==> config.mk <==
export PLATFORM = sky130hd
export DESIGN_NAME = cdb_arbiter_flat
export DESIGN_NICKNAME = d
export VERILOG_FILES = /design/src/rtl/cdb_arbiter_if.sv /design/src/rtl/cdb_arbiter.sv /design/src/flat_wrapper.sv
export SDC_FILE = /design/constraint.sdc
export NUM_CORES = 1
export LEC_CHECK = 0
export ABC_AREA = 0
export BUFFER_PORTS_ARGS = -buffer_cell sky130_fd_sc_hd__buf_2
export CAP_MARGIN = 20
export CORE_ASPECT_RATIO = 1.1
export CORE_MARGIN = 3
export CORE_UTILIZATION = 47
export CTS_BUF_LIST = sky130_fd_sc_hd__clkbuf_4
export CTS_CLUSTER_DIAMETER = 50
export DETAILED_ROUTE_END_ITERATION = 16
export PLACE_DENSITY = 0.88
export SLEW_MARGIN = 20
export SYNTH_ARGS = -nofsm -noshare
export SYNTH_HDL_FRONTEND = slang
export SYNTH_SLANG_ARGS = --single-unit
==> constraint.sdc <==
create_clock -name clk -period 6.5 [get_ports clk]
set_input_delay 1.3 -clock clk [delete_from_list [all_inputs] [get_ports clk]]
set_output_delay 1.3 -clock clk [all_outputs]
set_load 0.01 [all_outputs]
==> src/rtl/cdb_arbiter_if.sv <==
// rtl/cdb_arbiter_if.sv - FU result requests and CDB broadcast bundle for cdb_arbiter
//
// Purpose: groups the per-FU request handshake and the single CDB broadcast
// port into one bundle so the arbiter and its FUs connect through a single port.
//
// Signals:
//   req_valid     [NUM_REQ]             FU i has a result waiting
//   req_ready     [NUM_REQ]             grant; FU i's result is accepted this cycle
//   req_rob_id    [NUM_REQ][ROB_IDX]    per-FU rob id
//   req_rd_phy    [NUM_REQ][PRF_IDX]    per-FU destination physical register
//   req_rd_arch   [NUM_REQ][ARF_IDX]    per-FU destination architectural register
//   req_rd_value  [NUM_REQ][32]         per-FU result value
//   cdb_valid                           broadcast valid
//   cdb_rob_id / cdb_rd_phy / cdb_rd_arch / cdb_rd_value   broadcast payload
//
// Modports:
//   master - FU side: drives requests, sees grants and the broadcast
//   slave  - arbiter side: sees requests, drives grants and the broadcast
interface cdb_arbiter_if #(
   parameter int NUM_REQ = 3,
   parameter int ROB_IDX = 6,
   parameter int PRF_IDX = 7,
   parameter int ARF_IDX = 5
);
   logic [NUM_REQ-1:0]              req_valid;
   logic [NUM_REQ-1:0]              req_ready;
   logic [NUM_REQ-1:0][ROB_IDX-1:0] req_rob_id;
   logic [NUM_REQ-1:0][PRF_IDX-1:0] req_rd_phy;
   logic [NUM_REQ-1:0][ARF_IDX-1:0] req_rd_arch;
   logic [NUM_REQ-1:0][31:0]        req_rd_value;

   logic                            cdb_valid;
   logic [ROB_IDX-1:0]              cdb_rob_id;
   logic [PRF_IDX-1:0]              cdb_rd_phy;
   logic [ARF_IDX-1:0]              cdb_rd_arch;
   logic [31:0]                     cdb_rd_value;

   modport master (
      output req_valid,
      output req_rob_id,
      output req_rd_phy,
      output req_rd_arch,
      output req_rd_value,
      input  req_ready,
      input  cdb_valid,
      input  cdb_rob_id,
      input  cdb_rd_phy,
      input  cdb_rd_arch,
      input  cdb_rd_value
   );

   modport slave (
      input  req_valid,
      input  req_rob_id,
      input  req_rd_phy,
      input  req_rd_arch,
      input  req_rd_value,
      output req_ready,
      output cdb_valid,
      output cdb_rob_id,
      output cdb_rd_phy,
      output cdb_rd_arch,
      output cdb_rd_value
   );
endinterface

==> src/rtl/cdb_arbiter.sv <==
// rtl/cdb_arbiter.sv - common data bus arbiter with priority requester, round-robin and starvation override
//
// Purpose: shares one CDB broadcast port among NUM_REQ functional units.
// One requester is granted per cycle; its result is registered and broadcast
// on the CDB the following cycle. Requester PRIO_REQ wins by default, the
// others rotate round-robin, and a low-priority requester that has lost
// STARVE_LIMIT consecutive cycles overrides PRIO_REQ.
//
// Ports:
//   clk    in   clock
//   rst    in   synchronous active-high reset
//   flush  in   mispredict flush; suppresses this cycle's grant and clears starvation state
//   bus    slave modport of cdb_arbiter_if (requests, grants, CDB broadcast)
module cdb_arbiter #(
   parameter int NUM_REQ      = 3,
   parameter int PRIO_REQ     = 0,
   parameter int STARVE_LIMIT = 4,
   parameter int ROB_IDX      = 6,
   parameter int PRF_IDX      = 7,
   parameter int ARF_IDX      = 5
) (
   input  logic          clk,
   input  logic          rst,
   input  logic          flush,
   cdb_arbiter_if.slave  bus
);

   localparam int IDX_W = (NUM_REQ > 1) ? $clog2(NUM_REQ) : 1;
   localparam int CNT_W = $clog2(STARVE_LIMIT + 1);

   localparam logic [IDX_W-1:0] PRIO_IDX = IDX_W'(PRIO_REQ);
   // First low-priority index in circular order starting from 0.
   localparam logic [IDX_W-1:0] RR_RESET = (PRIO_REQ == 0) ? IDX_W'(1) : '0;
   localparam logic [CNT_W-1:0] CNT_MAX  = CNT_W'(STARVE_LIMIT);

   // Round-robin pointer and per-requester starvation counters
   logic [IDX_W-1:0] rr_ptr;
   logic [CNT_W-1:0] starve_cnt [NUM_REQ];

   // Scan results
   logic [IDX_W-1:0] scan_idx;
   logic             rr_hit;
   logic [IDX_W-1:0] rr_idx;
   logic             starve_hit;
   logic [IDX_W-1:0] starve_idx;

   // Final grant
   logic             gnt_valid;
   logic [IDX_W-1:0] gnt_idx;
   logic [IDX_W-1:0] rr_next;

   // Registered CDB broadcast
   logic               cdb_valid_q;
   logic [ROB_IDX-1:0] cdb_rob_id_q;
   logic [PRF_IDX-1:0] cdb_rd_phy_q;
   logic [ARF_IDX-1:0] cdb_rd_arch_q;
   logic [31:0]        cdb_rd_value_q;

   // (base + k) mod NUM_REQ; base < NUM_REQ and k <= NUM_REQ, so one
   // conditional subtract is enough.
   function automatic logic [IDX_W-1:0] wrap_add(input logic [IDX_W-1:0] base,
                                                 input int unsigned      k);
      int unsigned s;
      s = 32'(base) + k;
      if (s >= 32'(NUM_REQ)) begin
         s = s - 32'(NUM_REQ);
      end
      return s[IDX_W-1:0];
   endfunction

   // Circular scan from rr_ptr over the low-priority requesters. Two
   // independent "first hit" searches share the same walk: the first valid
   // requester and the first valid requester whose counter has saturated.
   always_comb begin
      scan_idx   = '0;
      rr_hit     = 1'b0;
      rr_idx     = '0;
      starve_hit = 1'b0;
      starve_idx = '0;
      for (int k = 0; k < NUM_REQ; k++) begin
         scan_idx = wrap_add(rr_ptr, k);
         if (scan_idx != PRIO_IDX && bus.req_valid[scan_idx]) begin
            if (!rr_hit) begin
               rr_hit = 1'b1;
               rr_idx = scan_idx;
            end
            if (!starve_hit && starve_cnt[scan_idx] == CNT_MAX) begin
               starve_hit = 1'b1;
               starve_idx = scan_idx;
            end
         end
      end
   end

   // Grant selection: starved low-priority first, then PRIO_REQ, then
   // round-robin among the rest. Reset and flush suppress any grant, which
   // also keeps req_ready low while rst is asserted.
   always_comb begin
      gnt_valid     = 1'b0;
      gnt_idx       = '0;
      bus.req_ready = '0;
      if (starve_hit) begin
         gnt_valid = 1'b1;
         gnt_idx   = starve_idx;
      end else if (bus.req_valid[PRIO_REQ]) begin
         gnt_valid = 1'b1;
         gnt_idx   = PRIO_IDX;
      end else if (rr_hit) begin
         gnt_valid = 1'b1;
         gnt_idx   = rr_idx;
      end
      if (rst || flush) begin
         gnt_valid = 1'b0;
      end
      for (int i = 0; i < NUM_REQ; i++) begin
         bus.req_ready[i] = gnt_valid && (gnt_idx == IDX_W'(i));
      end
   end

   // Next low-priority index after the current grant, stepping over PRIO_REQ.
   always_comb begin
      rr_next = wrap_add(gnt_idx, 1);
      if (rr_next == PRIO_IDX) begin
         rr_next = wrap_add(gnt_idx, 2);
      end
   end

   always_ff @(posedge clk) begin
      if (rst) begin
         cdb_valid_q    <= 1'b0;
         cdb_rob_id_q   <= '0;
         cdb_rd_phy_q   <= '0;
         cdb_rd_arch_q  <= '0;
         cdb_rd_value_q <= '0;
         rr_ptr         <= RR_RESET;
         for (int i = 0; i < NUM_REQ; i++) begin
            starve_cnt[i] <= '0;
         end
      end else begin
         // gnt_valid is already low under flush, so the CDB goes idle next cycle.
         cdb_valid_q <= gnt_valid;
         if (gnt_valid) begin
            cdb_rob_id_q   <= bus.req_rob_id[gnt_idx];
            cdb_rd_phy_q   <= bus.req_rd_phy[gnt_idx];
            cdb_rd_arch_q  <= bus.req_rd_arch[gnt_idx];
            cdb_rd_value_q <= bus.req_rd_value[gnt_idx];
         end

         // Only low-priority wins advance the rotation.
         if (gnt_valid && gnt_idx != PRIO_IDX) begin
            rr_ptr <= rr_next;
         end

         // Counters track consecutive lost cycles while valid; PRIO_REQ's
         // entry is pinned at zero so it can never look starved.
         for (int i = 0; i < NUM_REQ; i++) begin
            if (flush || i == PRIO_REQ || !bus.req_valid[i] || bus.req_ready[i]) begin
               starve_cnt[i] <= '0;
            end else if (starve_cnt[i] != CNT_MAX) begin
               starve_cnt[i] <= starve_cnt[i] + CNT_W'(1);
            end
         end
      end
   end

   assign bus.cdb_valid    = cdb_valid_q;
   assign bus.cdb_rob_id   = cdb_rob_id_q;
   assign bus.cdb_rd_phy   = cdb_rd_phy_q;
   assign bus.cdb_rd_arch  = cdb_rd_arch_q;
   assign bus.cdb_rd_value = cdb_rd_value_q;

   a_ready_onehot0: assert property (@(posedge clk) disable iff (rst)
      $onehot0(bus.req_ready));

   a_ready_implies_valid: assert property (@(posedge clk) disable iff (rst)
      (bus.req_ready & ~bus.req_valid) == '0);

endmodule

==> src/flat_wrapper.sv <==
// flat-port wrapper written by rule: the top's interface ports become plain ports
module cdb_arbiter_flat 
#(
   parameter int NUM_REQ      = 3,
   parameter int PRIO_REQ     = 0,
   parameter int STARVE_LIMIT = 4,
   parameter int ROB_IDX      = 6,
   parameter int PRF_IDX      = 7,
   parameter int ARF_IDX      = 5
)
  (clk, rst, flush, bus_req_valid, bus_req_rob_id, bus_req_rd_phy, bus_req_rd_arch, bus_req_rd_value, bus_req_ready, bus_cdb_valid, bus_cdb_rob_id, bus_cdb_rd_phy, bus_cdb_rd_arch, bus_cdb_rd_value);
  cdb_arbiter_if #(.NUM_REQ(NUM_REQ), .ROB_IDX(ROB_IDX), .PRF_IDX(PRF_IDX), .ARF_IDX(ARF_IDX)) bus_i ();
  input  logic clk;
  input  logic rst;
  input  logic flush;
  input wire logic [$bits(bus_i.req_valid)-1:0] bus_req_valid;
  input wire logic [$bits(bus_i.req_rob_id)-1:0] bus_req_rob_id;
  input wire logic [$bits(bus_i.req_rd_phy)-1:0] bus_req_rd_phy;
  input wire logic [$bits(bus_i.req_rd_arch)-1:0] bus_req_rd_arch;
  input wire logic [$bits(bus_i.req_rd_value)-1:0] bus_req_rd_value;
  output wire logic [$bits(bus_i.req_ready)-1:0] bus_req_ready;
  output wire logic [$bits(bus_i.cdb_valid)-1:0] bus_cdb_valid;
  output wire logic [$bits(bus_i.cdb_rob_id)-1:0] bus_cdb_rob_id;
  output wire logic [$bits(bus_i.cdb_rd_phy)-1:0] bus_cdb_rd_phy;
  output wire logic [$bits(bus_i.cdb_rd_arch)-1:0] bus_cdb_rd_arch;
  output wire logic [$bits(bus_i.cdb_rd_value)-1:0] bus_cdb_rd_value;
  assign bus_i.req_valid = bus_req_valid;
  assign bus_i.req_rob_id = bus_req_rob_id;
  assign bus_i.req_rd_phy = bus_req_rd_phy;
  assign bus_i.req_rd_arch = bus_req_rd_arch;
  assign bus_i.req_rd_value = bus_req_rd_value;
  assign bus_req_ready = bus_i.req_ready;
  assign bus_cdb_valid = bus_i.cdb_valid;
  assign bus_cdb_rob_id = bus_i.cdb_rob_id;
  assign bus_cdb_rd_phy = bus_i.cdb_rd_phy;
  assign bus_cdb_rd_arch = bus_i.cdb_rd_arch;
  assign bus_cdb_rd_value = bus_i.cdb_rd_value;
  cdb_arbiter #(.NUM_REQ(NUM_REQ), .PRIO_REQ(PRIO_REQ), .STARVE_LIMIT(STARVE_LIMIT), .ROB_IDX(ROB_IDX), .PRF_IDX(PRF_IDX), .ARF_IDX(ARF_IDX)) u_core (.clk(clk), .rst(rst), .flush(flush), .bus(bus_i));
endmodule
After elaboration in Yosys (flattened, before gate mapping). Memories as Yosys holds them, arrays and structs flattened. Index checks and enable logic that the tools add are counted.

Register bits after elaboration: 53. Bits in writable memories: 9. Bits of input ports: 156. Output and inout port bits: 54. Word-level logic and storage cells: 132. Memories kept: 1.

$add $sub $neg: 11. $lt $le $gt $ge: 9. Equality and inequality tests: 7. Multiplexer cells: 69. Bitwise gates (word level): 5. Reduce and logical (&&, ||, !) cells: 24.

Memory list: u_core.starve_cnt (depth 3, width 3, read ports 5, clocked after Yosys merged registers in 0, write ports 3, line cdb_arbiter.sv:38) `logic [CNT_W-1:0] starve_cnt [NUM_REQ];`.

Operators by type and width (count): binary-select mux 32 bit (select 2 bit) (1); two-way mux 2 bit (20); two-way mux 1 bit (33); two-way mux 32 bit (1); two-way mux 3 bit (5); binary-select mux 7 bit (select 2 bit) (1); binary-select mux 6 bit (select 2 bit) (1); >= comparator 3 x 2 -> 1 bit, second input constant (4); < comparator 2 x 3 -> 1 bit, second input constant (4); binary-select mux 5 bit (select 2 bit) (1); subtractor 2 bit, second input constant (5); equality test 3 bit, second input constant (3); logical AND 1 bit (9); nonzero test 2 bit (4); two-way mux 7 bit (1); adder 2 x 1 -> 3 bit, second input constant (2); adder 2 x 2 -> 3 bit, second input constant (2); adder 3 x 1 -> 3 bit, second input constant (2); binary-select mux 1 bit (select 2 bit) (3); two-way mux 6 bit (1); inequality test 3 bit, second input constant (2); logical OR 1 bit (5); two-way mux 5 bit (1); bitwise OR 1 bit (5); 5 further kinds (9).

Logic depth before layout (Yosys ltp). Gate-level depths: netlist (run 1).

Depth in word-level cells: 23. Depth in mapped cells: 11.

Worst setup path after synthesis (run 1). Ideal clock, no wire load.

Path type: input to output. Start: input bus_req_valid[2]. End: output bus_req_ready[1]. Data arrival time: 2743 ps. Data required time: 5200 ps. Path slack: 2457 ps. Stages on the path: 6. Path buffers: 2. Path through: nor4bb_1 -> nor2_1 -> a311oi_4 -> o311a_1 -> buf_4 -> buf_4.

Longest elaborated chain between the ends: 15. Elaborated cells between the ends (all ways): 40. Classes of those cells: eq/ne: 1; mux: 31; reduce/logical: 8.

RTL lines: start, declared (line flat_wrapper.sv:16) `input wire logic [$bits(bus_i.req_valid)-1:0] bus_req_valid;`; binary-select mux 1 bit (select 2 bit) (line cdb_arbiter.sv:82) `if (scan_idx != PRIO_IDX && bus.req_valid[scan_idx]) begin`; two-way mux 1 bit (implied by the code) (line cdb_arbiter.sv:82); logical AND 1 bit (line cdb_arbiter.sv:82); two-way mux 1 bit (line cdb_arbiter.sv:82); zero test 1 bit (line cdb_arbiter.sv:87) `if (!starve_hit && starve_cnt[scan_idx] == CNT_MAX) begin`; logical AND 1 bit (line cdb_arbiter.sv:87); two-way mux 1 bit (line cdb_arbiter.sv:87); two-way mux 1 bit (line cdb_arbiter.sv:82); zero test 1 bit (line cdb_arbiter.sv:87); logical AND 1 bit (line cdb_arbiter.sv:87); two-way mux 2 bit or two-way mux 1 bit (tied branches) (line cdb_arbiter.sv:87); two-way mux 2 bit or two-way mux 1 bit (tied branches) (line cdb_arbiter.sv:82); two-way mux 2 bit or two-way mux 1 bit (tied branches) (line cdb_arbiter.sv:102) `if (starve_hit) begin`; equality test 2 x 1 -> 1 bit or two-way mux 1 bit (tied branches) (line cdb_arbiter.sv:116, cdb_arbiter.sv:112); logical AND 1 bit * (line cdb_arbiter.sv:116) `bus.req_ready[i] = gnt_valid && (gnt_idx == IDX_W'(i));`; end, declared (line flat_wrapper.sv:21) `output wire logic [$bits(bus_i.req_ready)-1:0] bus_req_ready;`.

Mark *: on every way between the ends. The rest lies on a longest branch, timed or not. The select of a mux whose other input is x is not followed.

Worst setup path in the final report (run 1).
Start: input bus_req_valid[1]. End: output bus_req_ready[2].

Longest elaborated chain between the ends: 15. Elaborated cells between the ends (all ways): 40. Classes of those cells: eq/ne: 1; mux: 31; reduce/logical: 8.

RTL lines (line): binary-select mux 1 bit (select 2 bit) (cdb_arbiter.sv:82); two-way mux 1 bit (implied by the code) (cdb_arbiter.sv:82); logical AND 1 bit (cdb_arbiter.sv:82); two-way mux 1 bit (cdb_arbiter.sv:82); zero test 1 bit (cdb_arbiter.sv:87); logical AND 1 bit (cdb_arbiter.sv:87); two-way mux 1 bit (cdb_arbiter.sv:87); two-way mux 1 bit (cdb_arbiter.sv:82); zero test 1 bit (cdb_arbiter.sv:87); logical AND 1 bit (cdb_arbiter.sv:87); two-way mux 2 bit or two-way mux 1 bit (tied branches) (cdb_arbiter.sv:87); two-way mux 2 bit or two-way mux 1 bit (tied branches) (cdb_arbiter.sv:82); two-way mux 2 bit or two-way mux 1 bit (tied branches) (cdb_arbiter.sv:102); equality test 2 bit or two-way mux 1 bit (tied branches) (cdb_arbiter.sv:116, cdb_arbiter.sv:112); logical AND 1 bit * (cdb_arbiter.sv:116).

Marks and branches as above.

==> results of run 1 <==
## layer usage
layer / share of wire / GRT usage / vias to the layer above / wire length [µm]
met2: 0.52 / 0.475 / 199 / 5640
li1: - / - / 1678 / -
met5: 0 / 0 / - / 0
met4: 0.021 / 0.113 / 0 / 229
met3: 0.078 / 0.0548 / 18 / 852
met1: 0.38 / 0.315 / 1678 / 4140
## layout by cell type, fill, tap and decap left out, types with 4 or more instances in the layout
master	count
nand3_1	24
dfxtp_1	53
nand2_1	29
ha_1	8
nor3_1	4
nor2_1	7
edfxtp_1	6
a221o_1	4
buf_2	209
a32oi_1	46
a22o_1	4
o211ai_2	20
inv_1	31
buf_4	5
clkbuf_4	9
a22oi_1	22
## through the flow
step | instance area, µm² | instances
floorplan | 3170 | 333
global placement | 4210 | 598
detailed placement | 4210 | 598
CTS | 4330 | 612
global route | 4350 | 613
finish | 4350 | 613
## worst register-to-register path: cells and delay by family, from the launching register on
family | cells | cell delay [ns]
AND/OR/NAND/NOR | 2 | 0.72
AO/OA/AOI/OAI | 4 | 1.20
flip-flops | 1 | 0.38
adder cells (fa/ha/maj) | 1 | 0.43
buffers and inverters | 3 | 0.75
## kinds of logic (layout without fill, tap and decap cells)
logic type	count (synthesis)	after routing	synth area share
flip-flops	59	59	0.392
adder cells (fa/ha/maj)	8	8	0.0316
buffers and inverters	61	261	0.0853
AO/OA/AOI/OAI	113	113	0.338
multiplexers	3	3	0.00948
XOR/XNOR	1	1	0.00277
AND/OR/NAND/NOR	88	88	0.141
## cell type report
class,instances,area share
Clock inverter,5,0.0106
Tap cell,80,0.0230
Sequential cell,59,0.285
Multi-Input combinational cell,213,0.384
Clock buffer,9,0.0155
Inverter,32,0.0276
Timing Repair Buffer,215,0.254
## where the power goes
part           total [mW]  internal, mW  switching [mW]
clock network       0.239         0.109           0.130
registers           0.499         0.452          0.0476
logic               0.452         0.193           0.259
## state kept, by name, summed over array words and instances (netlist names)
register / count
u_core.bus.cdb_rd_arch: 5
u_core.bus.cdb_rd_phy: 7
u_core.bus.cdb_rd_value: 32
u_core.bus.cdb_rob_id: 6
u_core.bus.cdb_valid: 1
u_core.rr_ptr: 2
u_core.starve_cnt: 6
## how the worst max path moves through the flow
| stage | start | end | slack, ns | cells past startpoint |
|---|---|---|---|---|
| floorplan | bus_req_valid[2] | bus_req_ready[1] | 2.46 | 6 |
| finish | bus_req_valid[1] | bus_req_ready[2] | 1.37 | 9 |
| CTS | u_core.rr_ptr[0]$_SDFFE_PP1P_ | bus_req_ready[2] | 1.36 | 10 |
| detailed placement | bus_req_valid[1] | bus_req_ready[2] | 1.39 | 9 |
| global route | u_core.rr_ptr[0]$_SDFFE_PP1P_ | bus_req_ready[2] | 1.14 | 10 |
| global placement | bus_req_valid[1] | bus_req_ready[2] | 1.44 | 9 |
==> flow_summary.json, run 1 <==
{
  "outcome": "completed",
  "vias": 3573,
  "min_period_over_period": 0.790,
  "synth_area_leaders": "dfxtp_1, a32oi_1, o211ai_2, edfxtp_1, a22oi_1",
  "drc_errors": 0,
  "die_h_um": 92.1,
  "dieWidth_um": 84.3,
  "routed_wl_um": 10900,
  "path_class": "in -> out",
  "layout-drive-gt1-share": 0.480,
  "hold_viol_final": 0,
  "setup_tns_ns": 0,
  "worst-endpoint-required_ns": 5.20,
  "ff_latch_area_um2": 1240,
  "initial_utilization": 0.499,
  "dieArea_um2": 7760,
  "fp.coreArea_um2": 6340,
  "hp-class": "reg -> reg",
  "path_max_fanout": 26,
  "yosysTopAreaCellShare": 0.335,
  "r2r_end": "u_core.starve_cnt[2][0]$_SDFFCE_PN0P_",
  "fp-row-count": 30,
  "num-nets-final": 694,
  "worst_slack_ns": 1.37,
  "r2r_cells": 10,
  "grt_use_total": 0.270,
  "p_per_area_nw_per_um2": 274,
  "dp.final_hpwl_um": 7790,
  "grt_max_degree": 55,
  "grt_pass1_wl_um": 16800,
  "dr.pass1.iters": 5,
  "ys_seq_area_frac": 0.392,
  "synth_warnings": 0,
  "drtAntennaViolNets": 0,
  "synth-edff-count": 6,
  "ys_top_cells_by_count": "dfxtp_1, a32oi_1, inv_1",
  "setup_viol": 0,
  "min_from": "u_core.bus.cdb_rd_value[21]$_SDFFE_PP0P_",
  "gr-total-overflow": 0,
  "ys_async_sr_fraction": 0,
  "drv_slew": 0,
  "crit_path_end_kind": "primary output",
  "cpMostUsedCell": "buf_2",
  "n_fill_cell": 511,
  "postSynthCellCount": 333,
  "cts_buffer_depth": 2,
  "holdWs_ns": 0.459,
  "antenna_cells": 0,
  "drt-initial-drc-count": 151,
  "ctsResizeCount": 0,
  "cts_htree_levels": 3,
  "cts-root-buf": "clkbuf_4",
  "hold_depth": 2,
  "min_period_ns": 5.13,
  "max_stage_delay_ns": 0.49,
  "wl_per_cell_um": 17.7,
  "synth.avg_cell_area_um2": 9.51,
  "worst_skew_pair.late_latency_ns": 0.39,
  "cts_tree": "done",
  "ir_worst_vdd_mv": 0.153,
  "clkTransAtPathRegs_ns": 0.10,
  "synth_top_area_cell": "dfxtp_1",
  "critPathLaunchType": "input port",
  "cp.arrival_ns": 3.83,
  "io-pin-count": 210,
  "port_buffers": 209,
  "ys_seq_elements": 59,
  "grt_pass1_vias": 3572,
  "finalPower_mw": 1.19,
  "syn_area_um2": 3170,
  "max_slew.worst_pin.slew_ns": 0.786,
  "multi_input_area_um2": 1670,
  "syn_nets": 497,
  "r2r-start": "u_core.rr_ptr[0]$_SDFFE_PP1P_",
  "synth_flop_cell": "dfxtp_1",
  "relSlewSlack": 0.474,
  "gp_congestion": 0.993,
  "maxCapViolCount": 0,
  "whs_endpoint": "u_core.bus.cdb_rd_value[21]$_SDFFE_PP0P_",
  "path_cells": "buf_2 -> o21bai_1 -> a2111o_1 -> a211o_1 -> o31ai_4 -> buf_4 -> nand2_2 -> inv_2 -> buf_2",
  "ys_types": 47,
  "rsz0062_at_grt": "false",
  "area_growth_syn_to_layout_pct": 37.2,
  "numCtsBuffers": 9,
  "post-cts-setup-buffers": 0,
  "power.leakage_nw": 2.25,
  "place_ws_ns": 1.39,
  "final_util": 0.685,
  "r2r_slack_ns": 2.74,
  "vias_per_cell": 5.83,
  "yosysMostFrequentCell": "dfxtp_1",
  "max_freq_mhz": 195,
  "cts_hold_buf": 0,
  "crit_path_top_delay_cell": "nand2_2",
  "crit_family": "compound AO/OA/AOI/OAI gates",
  "skew_ns": 0.0118,
  "path_buf_inv": 4,
  "antenna_found_initial": 0,
  "clock_sinks": 59
}
No activity file was read; power rests on OpenSTA's default activity.
==> inputs of run 2 (changes only) <==
CORE_UTILIZATION = 44   (was 47)
PLACE_DENSITY = 0.84   (was 0.88)
clock period = 4.9 ns   (was 6.5 ns; I/O delays follow)
==> flow_summary.json, run 2 (same netlist as run 1, synthesis figures left out) <==
{
  "dr.pass1.iters": 4,
  "ctsResizeCount": 0,
  "min_period_ns": 4.32,
  "ff_latch_area_um2": 1240,
  "area_growth_syn_to_layout_pct": 39.3,
  "vias_per_cell": 5.76,
  "drt-initial-drc-count": 210,
  "post-cts-setup-buffers": 0,
  "p_per_area_nw_per_um2": 374,
  "worst-endpoint-required_ns": 3.92,
  "antenna_cells": 0,
  "cts_htree_levels": 3,
  "n_fill_cell": 561,
  "path_max_fanout": 26,
  "drv_slew": 0,
  "worst_skew_pair.late_latency_ns": 0.39,
  "setup_viol": 0,
  "cp.arrival_ns": 3.34,
  "holdWs_ns": 0.465,
  "r2r-start": "u_core.rr_ptr[0]$_SDFFE_PP1P_",
  "grt_use_total": 0.241,
  "dpl_cell_area_um2": 4220,
  "fp.coreArea_um2": 6790,
  "r2r_slack_ns": 1.21,
  "dieWidth_um": 86.9,
  "gr-total-overflow": 0,
  "layout-drive-gt1-share": 0.489,
  "final_util": 0.650,
  "rsz0062_at_grt": "false",
  "crit_path_top_delay_cell": "a2111o_1",
  "dieArea_um2": 8260,
  "num-nets-final": 695,
  "largest_reg_flops": 32,
  "r2r_cells": 10,
  "vias": 3557,
  "r2r_end": "u_core.starve_cnt[1][1]$_SDFFCE_PN0P_",
  "cts-root-buf": "clkbuf_4",
  "maxCapViolCount": 0,
  "max_slew.worst_pin.slew_ns": 0.649,
  "wl_per_cell_um": 16.9,
  "path_class": "reg -> out",
  "fp-row-count": 31,
  "grt_max_degree": 55,
  "power.leakage_nw": 2.28,
  "drc_errors": 0,
  "grt_pass1_wl_um": 15800,
  "skew_ns": 0.0156,
  "drtAntennaViolNets": 0,
  "critPathLaunchType": "flop",
  "cts_tree": "done",
  "dp.final_hpwl_um": 7600,
  "crit_path_end_kind": "primary output",
  "final_area_um2": 4410,
  "clock_sinks": 59,
  "routed_wl_um": 10400,
  "hp-class": "reg -> reg",
  "ir_worst_vdd_mv": 0.331,
  "max_freq_mhz": 232,
  "numCtsBuffers": 9,
  "path_cells": "inv_1 -> ha_1 -> o21bai_1 -> a2111o_1 -> a311oi_4 -> buf_4 -> and2_2 -> and2_1 -> buf_2",
  "antenna_found_initial": 0,
  "cp-endpoint": "bus_req_ready[0]",
  "setup.worst_path.start": "u_core.rr_ptr[0]$_SDFFE_PP1P_",
  "hold_viol_final": 0,
  "grt_pass1_vias": 3511,
  "initial_utilization": 0.467,
  "cts_hold_buf": 0,
  "min_period_over_period": 0.881,
  "mostFrequentLayoutCell": "buf_2",
  "die_h_um": 95.0,
  "cts_buffer_depth": 2,
  "clkTransAtPathRegs_ns": 0.11,
  "port_buffers": 209,
  "io-pin-count": 210,
  "outcome": "completed",
  "final_cell_mix": "buf_2, dfxtp_1, a32oi_1",
  "multi_input_area_um2": 1670,
  "relSlewSlack": 0.567,
  "gp_congestion": 0.882,
  "max_stage_delay_ns": 0.49,
  "setup_tns_ns": 0
}
run 2: cell count changes in the layout (fill, tap and decap cells not counted), sizes merged:
cell      previous run  this run
buf                215       216
clkbuf               9        11
clkinv               4         2
clkinvlp             0         1
bufinv               1         2
run 2: critical path, delay by kind of cell (launching register included):
family / cells / cell delay (ns)
flip-flops: 1 / 0.37
AO/OA/AOI/OAI: 3 / 1.07
buffers and inverters: 3 / 0.61
adder cells (fa/ha/maj): 1 / 0.44
AND/OR/NAND/NOR: 2 / 0.45
run 2: final cells by class:
type / count / share of cell area
Clock inverter: 5 / 0.0176
Timing Repair Buffer: 216 / 0.254
Clock buffer: 11 / 0.0187
Sequential cell: 59 / 0.281
Tap cell: 82 / 0.0233
Inverter: 32 / 0.0272
Multi-Input combinational cell: 213 / 0.378
run 2: metrics by stage:
| stage | instances | setup WS, ns | power [mW] |
|---|---|---|---|
| 2_1_floorplan | 333 | 1.50 | 1.01 |
| 3_3_place_gp | 601 | 1.04 | 1.24 |
| 3_5_place_dp | 601 | 0.866 | 1.26 |
| 4_1_cts | 617 | 0.592 | 1.65 |
| 5_1_grt | 618 | 0.403 | 1.74 |
| 6_report | 618 | 0.585 | 1.65 |
run 2: worst min-delay path by stage:
| stage | start | endpoint | cells past startpoint |
|---|---|---|---|
| CTS | u_core.bus.cdb_rd_value[16]$_SDFFE_PP0P_ | u_core.bus.cdb_rd_value[16]$_SDFFE_PP0P_ | 2 |
| floorplan | u_core.bus.cdb_rd_arch[3]$_SDFFE_PP0P_ | u_core.bus.cdb_rd_arch[3]$_SDFFE_PP0P_ | 2 |
| detailed placement | u_core.bus.cdb_rob_id[4]$_SDFFE_PP0P_ | u_core.bus.cdb_rob_id[4]$_SDFFE_PP0P_ | 2 |
| global route | u_core.bus.cdb_rob_id[2]$_SDFFE_PP0P_ | u_core.bus.cdb_rob_id[2]$_SDFFE_PP0P_ | 2 |
| finish | u_core.bus.cdb_rd_value[16]$_SDFFE_PP0P_ | u_core.bus.cdb_rd_value[16]$_SDFFE_PP0P_ | 2 |
| global placement | u_core.bus.cdb_rd_value[0]$_SDFFE_PP0P_ | u_core.bus.cdb_rd_value[0]$_SDFFE_PP0P_ | 2 |
run 2: where the power goes:
| group | internal, mW | switching (mW) |
|---|---|---|
| clock network | 0.217 | 0.181 |
| registers | 0.599 | 0.0610 |
| logic | 0.257 | 0.336 |
run 2: routing by layer:
metal / routed length [µm] / global-route usage / vias to the layer above
met3: 948 / 0.0445 / 23
met1: 3860 / 0.276 / 1658
li1: - / - / 1684
met5: 0 / 0 / -
met2: 5380 / 0.430 / 192
met4: 240 / 0.112 / 0
==> inputs of run 3 (changes only) <==
==> constraint.sdc (replaced) <==
create_clock -name clk -period 4.9 [get_ports clk]
set_input_delay 0.98 -clock clk [delete_from_list [all_inputs] [get_ports clk]]
set_output_delay 0.98 -clock clk [all_outputs]
set_load 0.02 [all_outputs]
==> flow_summary.json, run 3 (same netlist as run 1, synthesis figures left out) <==
{
  "outcome": "completed",
  "worst-endpoint-required_ns": 3.92,
  "numCtsBuffers": 9,
  "critPathLaunchType": "flop",
  "grt_max_degree": 55,
  "cts_tree": "done",
  "path_max_fanout": 26,
  "drv_slew": 0,
  "finalPower_mw": 1.73,
  "gp_congestion": 0.887,
  "num-nets-final": 695,
  "routed_wl_um": 10300,
  "ctsResizeCount": 0,
  "path_class": "reg -> out",
  "layout-drive-gt1-share": 0.489,
  "p_per_area_nw_per_um2": 393,
  "r2r_cells": 10,
  "relSlewSlack": 0.558,
  "power.leakage_nw": 2.28,
  "r2r_slack_ns": 1.25,
  "cp.arrival_ns": 3.32,
  "fp-row-count": 31,
  "antenna_found_initial": 0,
  "drtAntennaViolNets": 0,
  "skew_ns": 0.0184,
  "gr-total-overflow": 0,
  "grt_use_total": 0.239,
  "max_stage_delay_ns": 0.48,
  "cts-root-buf": "clkbuf_4",
  "grt_pass1_wl_um": 15700,
  "rsz0062_at_grt": "false",
  "worst_skew_pair.late_latency_ns": 0.39,
  "crit_path_top_delay_cell": "a2111o_1",
  "cp_num_cells": 9,
  "die_h_um": 95.0,
  "maxCapViolCount": 0,
  "clock_sinks": 59,
  "cts_htree_levels": 3,
  "port_buffers": 209,
  "vias_per_cell": 5.66,
  "dr.pass1.iters": 5,
  "initial_utilization": 0.467,
  "cp-endpoint": "bus_req_ready[0]",
  "max_freq_mhz": 233,
  "dieArea_um2": 8260,
  "cts_hold_buf": 0,
  "final_cell_mix": "buf_2, dfxtp_1, a32oi_1",
  "min_period_ns": 4.30,
  "fp.coreArea_um2": 6790,
  "vias": 3497,
  "mostFrequentLayoutCell": "buf_2",
  "hp-class": "reg -> reg",
  "clkTransAtPathRegs_ns": 0.11,
  "dieWidth_um": 86.9,
  "r2r-start": "u_core.rr_ptr[0]$_SDFFE_PP1P_",
  "dp.final_hpwl_um": 7620,
  "r2r_end": "u_core.starve_cnt[1][0]$_SDFFCE_PN0P_",
  "setup.worst_path.start": "u_core.rr_ptr[0]$_SDFFE_PP1P_",
  "drc_errors": 0,
  "cts_buffer_depth": 2,
  "crit_family": "compound AO/OA/AOI/OAI gates",
  "setup_viol": 0,
  "hold_viol_final": 0,
  "min_from": "u_core.bus.cdb_rd_value[21]$_SDFFE_PP0P_",
  "max_slew.worst_pin.slew_ns": 0.661,
  "min_period_over_period": 0.878,
  "post-cts-setup-buffers": 0,
  "setup_tns_ns": 0,
  "wl_per_cell_um": 16.6,
  "path_cells": "inv_1 -> ha_1 -> o21bai_1 -> a2111o_1 -> a311oi_4 -> buf_4 -> and2_2 -> and2_1 -> buf_2",
  "n_fill_cell": 563,
  "crit_path_end_kind": "primary output",
  "largest_reg_flops": 32,
  "antenna_cells": 0,
  "area_growth_syn_to_layout_pct": 39.3,
  "io-pin-count": 210,
  "grt_pass1_vias": 3445,
  "ir_worst_vdd_mv": 0.261,
  "path_buf_inv": 3,
  "drt-initial-drc-count": 216
}
run 3: worst min-delay path by stage:
stage / cells after the start / endpoint
finish: 2 / u_core.bus.cdb_rd_value[21]$_SDFFE_PP0P_
global route: 2 / u_core.bus.cdb_rd_value[15]$_SDFFE_PP0P_
CTS: 2 / u_core.bus.cdb_rd_value[21]$_SDFFE_PP0P_
detailed placement: 2 / u_core.bus.cdb_rd_value[21]$_SDFFE_PP0P_
global placement: 2 / u_core.bus.cdb_rd_value[0]$_SDFFE_PP0P_
floorplan: 1 / u_core.rr_ptr[1]$_SDFFE_PP0P_
run 3: worst register-to-register path, cell delays in order, from the launching register on:
cell	delay [ns]
dfxtp_1	0.38
inv_1	0.09
ha_1	0.43
o21bai_1	0.21
a2111o_1	0.48
a311oi_4	0.34
buf_4	0.35
o311a_2	0.24
buf_4	0.48
nor2_1	0.16
nand3_1	0.18
run 3: final cells by class:
type | count | area (µm²) | area share
multi-input combinational | 213 | 1670 | 0.378
sequential | 59 | 1240 | 0.281
timing repair buffer | 216 | 1120 | 0.254
inverter | 32 | 120 | 0.0272
tap | 82 | 103 | 0.0233
clock buffer | 11 | 82.6 | 0.0187
clock inverter | 5 | 77.6 | 0.0176
run 3: metrics by stage:
| stage | instances | area [µm²] | utilization | setup slack, ns | hold slack (ns) |
|---|---|---|---|---|---|
| 2_1_floorplan | 333 | 3170 | - | 1.42 | 0.502 |
| 3_5_place_dp | 601 | 4220 | 0.622 | 0.880 | 0.437 |
| 3_3_place_gp | 601 | 4220 | 0.622 | 1.00 | 0.434 |
| 4_1_cts | 617 | 4380 | 0.646 | 0.611 | 0.462 |
| 6_report | 618 | 4410 | 0.650 | 0.600 | 0.461 |
| 5_1_grt | 618 | 4410 | 0.650 | 0.418 | 0.487 |
run 3: per-layer routing:
metal	GRT usage	share of wire	vias up
met5	0	0	-
met3	0.0550	0.089	19
met1	0.272	0.37	1609
li1	-	-	1687
met4	0.0987	0.019	0
met2	0.424	0.53	182
run 3: report_power, final:
part	leakage, nW	switching (mW)	internal [mW]	total, mW
registers	0.511	0.0613	0.599	0.660
clock network	0.0868	0.182	0.217	0.399
logic	1.69	0.418	0.258	0.676
